File: config.mk
export PLATFORM = sky130hd
export DESIGN_NAME = dma_sequencer
export DESIGN_NICKNAME = d
export VERILOG_FILES = /design/src/rtl/dma_sequencer.sv
export SDC_FILE = /design/constraint.sdc
export NUM_CORES = 1
export LEC_CHECK = 0
export ABC_AREA = 1
export CAP_MARGIN = 20
export CORE_UTILIZATION = 54
export CTS_CLUSTER_DIAMETER = 150
export DETAILED_ROUTE_END_ITERATION = 10
export GPL_ROUTABILITY_DRIVEN = 0
export PLACE_DENSITY = 0.83
export RECOVER_POWER = 100
export SETUP_SLACK_MARGIN = 0.05
export SYNTH_ARGS = -nofsm -noshare
export SYNTH_HDL_FRONTEND = slang
export SYNTH_SLANG_ARGS = --single-unit
File: constraint.sdc
create_clock -name clk_i -period 6.2 [get_ports clk_i]
set_clock_uncertainty 0.1 [all_clocks]
set_input_delay 1.86 -clock clk_i [delete_from_list [all_inputs] [get_ports clk_i]]
set_output_delay 1.86 -clock clk_i [all_outputs]
set_load 0.02 [all_outputs]
File: src/rtl/dma_sequencer.sv
// Command-driven multi-beat DMA sequencer between the core data memory port
// and the CGRA local buffer. Handles one STC/LFC/SCA command at a time and
// reports completion, errors and the active mode. All outputs are registered.
module dma_sequencer #(
  parameter int unsigned ADDR_W  = 32,
  parameter int unsigned DATA_W  = 32,
  parameter int unsigned LEN_W   = 8,
  parameter int unsigned CGRA_AW = 6,
  parameter int unsigned TO_W    = 16
) (
  input  logic               clk_i,
  input  logic               rst_ni,
  // command interface
  input  logic               cmd_valid_i,
  output logic               cmd_ready_o,
  input  logic [9:0]         funct_i,
  input  logic [ADDR_W-1:0]  mem_base_i,
  input  logic [CGRA_AW-1:0] cgra_base_i,
  input  logic [LEN_W-1:0]   len_i,
  input  logic [TO_W-1:0]    timeout_i,
  // data memory port
  output logic               mem_req_o,
  output logic               mem_we_o,
  output logic [ADDR_W-1:0]  mem_addr_o,
  output logic [DATA_W-1:0]  mem_wdata_o,
  input  logic               mem_gnt_i,
  input  logic               mem_rvalid_i,
  input  logic [DATA_W-1:0]  mem_rdata_i,
  // CGRA local buffer and control
  output logic               cgra_we_o,
  output logic               cgra_re_o,
  output logic [CGRA_AW-1:0] cgra_addr_o,
  output logic [DATA_W-1:0]  cgra_wdata_o,
  input  logic [DATA_W-1:0]  cgra_rdata_i,
  output logic               cgra_start_o,
  input  logic               cgra_done_i,
  // status
  output logic               busy_o,
  output logic               done_o,
  output logic               err_o,
  output logic [1:0]         dma_ctrl_o
);

  localparam int unsigned BeatBytes = DATA_W / 8;

  typedef enum logic [3:0] {
    StIdle, StMreq, StMwait, StCwr, StCrd, StCwait, StMwr, StStart, StRun, StDone
  } state_e;

  state_e state_q, state_d;

  // latched command and working registers
  logic [1:0]         mode_q, mode_d;
  logic [ADDR_W-1:0]  mem_base_q, mem_base_d;
  logic [CGRA_AW-1:0] cgra_base_q, cgra_base_d;
  logic [LEN_W-1:0]   len_q, len_d;
  logic [LEN_W-1:0]   beat_q, beat_d, beat_inc;
  logic [TO_W-1:0]    timeout_q, timeout_d;
  logic [TO_W-1:0]    run_cnt_q, run_cnt_d, run_cnt_inc;
  logic [DATA_W-1:0]  data_q, data_d;
  logic               err_flag_q, err_flag_d;

  // registered outputs
  logic               cmd_ready_q, cmd_ready_d;
  logic               mem_req_q, mem_req_d;
  logic               mem_we_q, mem_we_d;
  logic [ADDR_W-1:0]  mem_addr_q, mem_addr_d;
  logic [DATA_W-1:0]  mem_wdata_q, mem_wdata_d;
  logic               cgra_we_q, cgra_we_d;
  logic               cgra_re_q, cgra_re_d;
  logic [CGRA_AW-1:0] cgra_addr_q, cgra_addr_d;
  logic [DATA_W-1:0]  cgra_wdata_q, cgra_wdata_d;
  logic               cgra_start_q, cgra_start_d;
  logic               busy_q, busy_d;
  logic               done_q, done_d;
  logic               err_q, err_d;
  logic [1:0]         dma_ctrl_q, dma_ctrl_d;

  logic accept, last_beat, timed_out;

  assign accept      = cmd_valid_i && cmd_ready_q;
  assign beat_inc    = beat_q + LEN_W'(1);
  assign last_beat   = (beat_inc == len_q);
  assign run_cnt_inc = run_cnt_q + TO_W'(1);
  // run_cnt_q counts completed RUN cycles; the limit hits at the end of the Nth one
  assign timed_out   = (timeout_q != '0) && (run_cnt_inc == timeout_q);

  // Next-state and working-register update
  always_comb begin
    state_d     = state_q;
    mode_d      = mode_q;
    mem_base_d  = mem_base_q;
    cgra_base_d = cgra_base_q;
    len_d       = len_q;
    beat_d      = beat_q;
    timeout_d   = timeout_q;
    run_cnt_d   = run_cnt_q;
    data_d      = data_q;
    err_flag_d  = err_flag_q;

    unique case (state_q)
      StIdle: begin
        if (accept) begin
          mem_base_d  = mem_base_i;
          cgra_base_d = cgra_base_i;
          len_d       = len_i;
          timeout_d   = timeout_i;
          beat_d      = '0;
          run_cnt_d   = '0;
          err_flag_d  = 1'b0;
          unique case (funct_i)
            10'd1: begin
              mode_d  = 2'b01;
              state_d = (len_i == '0) ? StDone : StMreq;
            end
            10'd2: begin
              mode_d  = 2'b10;
              state_d = (len_i == '0) ? StDone : StCrd;
            end
            10'd3: begin
              mode_d  = 2'b11;
              state_d = StStart;
            end
            default: begin
              mode_d     = 2'b00;
              err_flag_d = 1'b1;
              state_d    = StDone;
            end
          endcase
        end
      end
      StMreq: begin
        if (mem_gnt_i) state_d = StMwait;
      end
      StMwait: begin
        if (mem_rvalid_i) begin
          data_d  = mem_rdata_i;
          state_d = StCwr;
        end
      end
      StCwr: begin
        if (last_beat) begin
          state_d = StDone;
        end else begin
          beat_d  = beat_inc;
          state_d = StMreq;
        end
      end
      StCrd: begin
        state_d = StCwait;
      end
      StCwait: begin
        data_d  = cgra_rdata_i;
        state_d = StMwr;
      end
      StMwr: begin
        if (mem_gnt_i) begin
          if (last_beat) begin
            state_d = StDone;
          end else begin
            beat_d  = beat_inc;
            state_d = StCrd;
          end
        end
      end
      StStart: begin
        // cgra_done_i is deliberately not looked at here
        run_cnt_d = '0;
        state_d   = StRun;
      end
      StRun: begin
        if (cgra_done_i) begin
          state_d = StDone;
        end else if (timed_out) begin
          err_flag_d = 1'b1;
          state_d    = StDone;
        end else begin
          run_cnt_d = run_cnt_inc;
        end
      end
      StDone: begin
        state_d = StIdle;
      end
      default: begin
        state_d = StIdle;
      end
    endcase
  end

  // Output values for the coming cycle, decoded from the next state
  always_comb begin
    cmd_ready_d  = (state_d == StIdle);
    busy_d       = (state_d != StIdle);
    mem_req_d    = (state_d == StMreq) || (state_d == StMwr);
    mem_we_d     = (state_d == StMwr);
    mem_addr_d   = '0;
    mem_wdata_d  = '0;
    cgra_we_d    = (state_d == StCwr);
    cgra_re_d    = (state_d == StCrd);
    cgra_addr_d  = '0;
    cgra_wdata_d = '0;
    cgra_start_d = (state_d == StStart);
    done_d       = (state_d == StDone);
    err_d        = (state_d == StDone) && err_flag_d;
    dma_ctrl_d   = (state_d == StIdle) ? 2'b00 : mode_d;

    if (mem_req_d) begin
      mem_addr_d = mem_base_d + ADDR_W'(beat_d) * ADDR_W'(BeatBytes);
    end
    if (mem_we_d) begin
      mem_wdata_d = data_d;
    end
    if (cgra_we_d || cgra_re_d) begin
      cgra_addr_d = cgra_base_d + CGRA_AW'(beat_d);
    end
    if (cgra_we_d) begin
      cgra_wdata_d = data_d;
    end
  end

  // State, working registers and registered outputs
  always_ff @(posedge clk_i or negedge rst_ni) begin
    if (!rst_ni) begin
      state_q      <= StIdle;
      mode_q       <= '0;
      mem_base_q   <= '0;
      cgra_base_q  <= '0;
      len_q        <= '0;
      beat_q       <= '0;
      timeout_q    <= '0;
      run_cnt_q    <= '0;
      data_q       <= '0;
      err_flag_q   <= 1'b0;
      cmd_ready_q  <= 1'b0;
      busy_q       <= 1'b0;
      mem_req_q    <= 1'b0;
      mem_we_q     <= 1'b0;
      mem_addr_q   <= '0;
      mem_wdata_q  <= '0;
      cgra_we_q    <= 1'b0;
      cgra_re_q    <= 1'b0;
      cgra_addr_q  <= '0;
      cgra_wdata_q <= '0;
      cgra_start_q <= 1'b0;
      done_q       <= 1'b0;
      err_q        <= 1'b0;
      dma_ctrl_q   <= '0;
    end else begin
      state_q      <= state_d;
      mode_q       <= mode_d;
      mem_base_q   <= mem_base_d;
      cgra_base_q  <= cgra_base_d;
      len_q        <= len_d;
      beat_q       <= beat_d;
      timeout_q    <= timeout_d;
      run_cnt_q    <= run_cnt_d;
      data_q       <= data_d;
      err_flag_q   <= err_flag_d;
      cmd_ready_q  <= cmd_ready_d;
      busy_q       <= busy_d;
      mem_req_q    <= mem_req_d;
      mem_we_q     <= mem_we_d;
      mem_addr_q   <= mem_addr_d;
      mem_wdata_q  <= mem_wdata_d;
      cgra_we_q    <= cgra_we_d;
      cgra_re_q    <= cgra_re_d;
      cgra_addr_q  <= cgra_addr_d;
      cgra_wdata_q <= cgra_wdata_d;
      cgra_start_q <= cgra_start_d;
      done_q       <= done_d;
      err_q        <= err_d;
      dma_ctrl_q   <= dma_ctrl_d;
    end
  end

  assign cmd_ready_o  = cmd_ready_q;
  assign busy_o       = busy_q;
  assign mem_req_o    = mem_req_q;
  assign mem_we_o     = mem_we_q;
  assign mem_addr_o   = mem_addr_q;
  assign mem_wdata_o  = mem_wdata_q;
  assign cgra_we_o    = cgra_we_q;
  assign cgra_re_o    = cgra_re_q;
  assign cgra_addr_o  = cgra_addr_q;
  assign cgra_wdata_o = cgra_wdata_q;
  assign cgra_start_o = cgra_start_q;
  assign done_o       = done_q;
  assign err_o        = err_q;
  assign dma_ctrl_o   = dma_ctrl_q;

endmodule

# == Word level (Yosys, flattened, before mapping) ==
# Index checks and enable logic that the tools add are counted.
# word_totals
wordCells,103
in_bits,142
out_inout_bits,113
register_bits,238
# classes
addsub,4
mux,39
n_eq_ne,22
n_reduce_logical,14
# ops
op,n
2-to-1 mux 32 bit,6
case mux 32 bit (2 select lines),1
2-to-1 mux 16 bit,3
case mux 16 bit (3 select lines),1
2-to-1 mux 4 bit,10
case mux 4 bit (9 select lines),1
adder 32 x 10 -> 32 bit,1
"equality test 4 x 3 -> 1 bit, second input constant",7
2-to-1 mux 8 bit,3
case mux 8 bit (3 select lines),1
"equality test 10 x 2 -> 1 bit, second input constant",2
2-to-1 mux 6 bit,3
"adder 16 x 1 -> 16 bit, second input constant",1
equality test 16 bit,1
nonzero test 16 bit,1
"equality test 4 x 2 -> 1 bit, second input constant",3
case mux 4 bit (3 select lines),1
"equality test 10 x 1 -> 1 bit, second input constant",1
"adder 8 x 1 -> 8 bit, second input constant",1
"equality test 4 x 1 -> 1 bit, second input constant",2
"equality test 4 bit, second input constant",2
equality test 8 bit,1
zero test 4 bit,2
zero test 8 bit,1
other kinds (13),23

# == Logic depth before layout (Yosys ltp) ==
# depth
ltp_word,9
depth_mapped,27
ltp_nobuf,26

# == Worst setup path after synthesis ==
# No wires, ideal clock.
# synth_path
path_type,input port to flip-flop
start,in cmd_valid_i
end,"reg mem_addr_q[25], in the netlist mem_addr_o[25]"
setup_slack_ns,1.701
t_arrival_ns,4.282
path_buffers,5
cell_stages,21
path_cell_list,nand2_1 > nor2_4 > buf_6 > buf_4 > buf_4 > clkbuf_1 > clkbuf_1 > nand2_1 > nand2_1 > ha_1 > inv_1 > nor2_1 > inv_1 > nor2_1 > nand2_1 > nor4_1 > nand2_1 > nand2_1 > nand2_1 > nand2_1 > nor2_2
# synth_lines
element,line_no,rtl
start: declaration,14,"input logic cmd_valid_i,"
logical AND 1 bit,81,assign accept = cmd_valid_i && cmd_ready_q;
2-to-1 mux 32 bit,103,if (accept) begin
2-to-1 mux 32 bit,101,unique case (state_q)
net mem_base_d[9],54,"logic [ADDR_W-1:0] mem_base_q, mem_base_d;"
adder 32 x 10 -> 32 bit,208,mem_addr_d = mem_base_d + ADDR_W'(beat_d) * ADDR_W'(BeatBytes);
2-to-1 mux 32 bit,207,if (mem_req_d) begin
net mem_addr_d[25],67,"logic [ADDR_W-1:0] mem_addr_q, mem_addr_d;"
end signal: assignment,263,mem_addr_q <= mem_addr_d;
end: declaration,67,
# The timed path passes the listed nets, and every way through them passes these cells.
# A chain may end at the register's enable or synchronous reset.

# == Final worst setup path ==
# layout_path
start,in cmd_valid_i
end,"reg mem_addr_q[12], in the netlist mem_addr_o[12]"
# The elaborated chain is that of the path after synthesis.

==> impl_results.md <==
- Status: complete, but fails checks
- Failing checks: capacitance limit, slew limit
- Buffers on Ports: around 250
- CP most frequent cell: nand2_1
- Post-synth EDFFs: 0
- First-pass GRT wire length: approximately 50 mm
- Logic pwr share: 0.367
- NetSw: ~2100 uW
- Slowest cell delay on critical path: between 0.8 and 0.9 ns
- H-tree depth: 1
- Reg2reg setup slack: ~2.0 ns
- Peak VDD IR: approximately 0.24 mV
- Tightest Pin Transition: slightly below 3 ns
- Cell Rows: 52
- CP Cell Sequence: dlygate4sd3_1 > nand2_1 > nor2_4 > inv_1 > o21ai_0 > inv_1 > nand2_1 > nand2_1 > inv_1 > ha_1 > nor2_1 > o21ai_0 > nand2_2 > nand2_1 > xnor2_1 > nor2_2
- Post-Syn Area: 0.0115 mm^2
- Clock share of power: 0.258
- CP max stage cell: inv_1
- Reg-to-reg startpoint: beat_q[0]$_DFF_PN0_
- DR WL/cell: 16.2 um
- Cells after Synth: 1388
- Hold EP: data_q[13]$_DFF_PN0_
- Routed Antenna Nets: 0
- Final setup violation count: 0
- Core Region: ~0.02 mm^2
- Clock Path Buffers: 3
- Post-route minimum period: 5.20 ns
- Worst slack, placed: 1.11 ns
- Vias in the first global route: 10100
- Final Cycle Share: 0.839
- Worst Path Required: 6.49 ns
- Setup Crit Path Kind: in -> reg
- Setup tns final: 0 ns
- Die W: around 150 um
- Clock-pin slew on the worst setup and hold paths: 0.06 ns
- RSZ-0062 raised after global routing: false
- Sequential Power Share: 0.375
- Post-cts sizing count: 0
- Net count of the mapped netlist: 1544
- Internal power: between 3000 and 4000 uW
- Number of setup buffers added after CTS: 0
- Iteration-0 DRC Markers: ~630
- Clk_lat worst skew: 0.52 ns
- PwrDens: around 380 mW/mm^2
- Max-cap violation count: 1
- Vias: ~10000
- Fraction of registers with async set/reset: 1.00
- Area growth syn-to-layout: 29.8%
- Routed WL: 31.4 mm
- Fin. Hold Viols: 0
- Hold Buf Count CTS: 0
- Post-DP HPWL: 22.6 mm
- Hold WC Path Type: reg -> reg
- CTS Sinks: approximately 240
- Hold_ws: between 0.3 and 0.4 ns
- Final WS setup: around 1 ns
- Seq/Total Area, Yosys: 0.519
- Final slew viol count: 118
- Die Area: roughly 0.022 mm^2
- Worst reg2reg path depth: 17
- Most frequent cells in the layout: 339 x nand2_1, 238 x dfrtp_1, 230 x inv_1
- Num CTS Buffers: 25
- Detailed-router iteration count before antenna repair: 7
- Top_reg_cell synth: dfrtp_1
- Yosys warning count: 0
- CP endpoint kind: flop
- Sw Ratio: 0.378
- Synth unique cells: 50
- Largest net degree at the start of global routing: 118
- Commonest non-fill, non-tap cell in the layout: nand2_1
- Fillers: 1607
- Worst EP arrival: between 5 and 6 ns
- Nets: 1800
- I/O pins: roughly 260
- HP Start: data_q[13]$_DFF_PN0_
- Critical Path Start Type: input port
- Achievable Freq: 0.192 GHz
- Initial core utilization: 0.558
- Post-synthesis register bit count: 238
- Crit path max fanout: 33
- Leakage power: 0.00786 uW
- Slew headroom: -0.962
- Reg-to-Reg End: mem_addr_o[28]$_DFF_PN0_
- Vias per std cell: between 5 and 6
- Hold path depth: 2
- GRT overflow: 0
- DRC viols: 0
- GRT Total Usage: 0.291
- Root buf cell: clkbuf_16
- CTS tree: done
- Antenna violations before repair: 0
- Syn avg cell area: between 8 and 9 um^2
- Die height: 148 um
- Fraction of layout cells with a size suffix above 1: 0.0692
## cell usage after synthesis (all sizes together) (4+ instances only)
cell,instances,area [um^2]
xnor2,9,78.8
o21bai,4,30.0
inv,240,901
or2,23,144
dfrtp,238,5960
a211oi,33,253
clkbuf,19,71.3
nor4,14,100
buf,15,111
nor2,179,762
nand3,80,440
nand4,20,131
ha,14,175
o21ai,64,324
a21oi,19,103
nor3,23,130
nand2,351,1400
xor2,23,209
## per-stage QoR
stage | util | total power (uW) | std cells | instance area, um^2
2_1_floorplan | - | 3590 | 1388 | 11500
3_5_place_dp | 0.693 | 4270 | 1886 | 14200
3_3_place_gp | 0.693 | 4210 | 1886 | 14200
5_1_grt | 0.725 | 6040 | 1932 | 14900
6_report | 0.725 | 5670 | 1933 | 14900
4_1_cts | 0.732 | 5760 | 1931 | 15000
## worst max-delay path, delay by kind of cell
kind                       cells  cell delay (ns)
adders and majority gates      1             0.20
and+or+nand+nor                8             0.99
AOI/OAI and AO/OA              2             0.49
buffers and inverters          4             1.66
xor gates and xnor gates       1             0.26
## kinds of logic (layout without fill, tap and decap cells)
group / after synthesis / count (layout) / synth area share
AO/OA/AOI/OAI: 130 / 130 / 0.0689
AND/OR/NAND/NOR: 698 / 698 / 0.277
adder cells (fa/ha/maj): 14 / 14 / 0.0153
XOR/XNOR: 32 / 32 / 0.0251
buffers and inverters: 275 / 549 / 0.0947
multiplexers: 1 / 1 / 0.000872
flip-flops: 238 / 238 / 0.519
other: 0 / 1 / 0
## power groups by stage
stage	combinational [uW]	clock, uW	sequential (uW)
final	2080	1460	2130
after global routing	2320	1550	2160
after global placement	2060	0	2140
after floorplan	1380	0	2210
after CTS	2140	1480	2130
after detailed placement	2130	0	2140
## layout make-up
type | count | area (um^2) | area share
sequential | 238 | 5960 | 0.399
multi-input combinational | 875 | 4320 | 0.290
timing repair buffer | 263 | 2590 | 0.174
inverter | 241 | 905 | 0.0607
clock buffer | 38 | 734 | 0.0493
tap | 270 | 338 | 0.0227
clock inverter | 7 | 63.8 | 0.00428
antenna | 1 | 2.50 | 0.000168
## worst max path at each step
| stage | slack (ns) | start | endpoint |
|---|---|---|---|
| global route | 0.75 | cmd_valid_i | mem_addr_o[12]$_DFF_PN0_ |
| detailed placement | 1.11 | cmd_valid_i | mem_addr_o[26]$_DFF_PN0_ |
| floorplan | 1.70 | cmd_valid_i | mem_addr_o[25]$_DFF_PN0_ |
| global placement | 1.19 | cmd_valid_i | mem_addr_o[26]$_DFF_PN0_ |
| finish | 1.0 | cmd_valid_i | mem_addr_o[12]$_DFF_PN0_ |
| CTS | 1.61 | cmd_valid_i | mem_addr_o[26]$_DFF_PN0_ |
## routing by layer
| metal | part of all wire | GRT usage |
|---|---|---|
| met3 | 0.073 | 0.0552 |
| met4 | 0.027 | 0.0969 |
| met1 | 0.41 | 0.379 |
| met2 | 0.49 | 0.490 |
| met5 | 0 | 0 |
## flip-flops by register name, indices dropped and copies added (netlist names), 2 cells and up
signal	cells
mem_addr_o	32
mem_base_q	32
cgra_base_q	6
mode_q	2
cgra_wdata_o	32
cgra_addr_o	6
timeout_q	16
dma_ctrl_o	2
len_q	8
data_q	32
mem_wdata_o	32
state_q	4
beat_q	8
run_cnt_q	16
No activity file was read; power rests on OpenSTA's default activity.
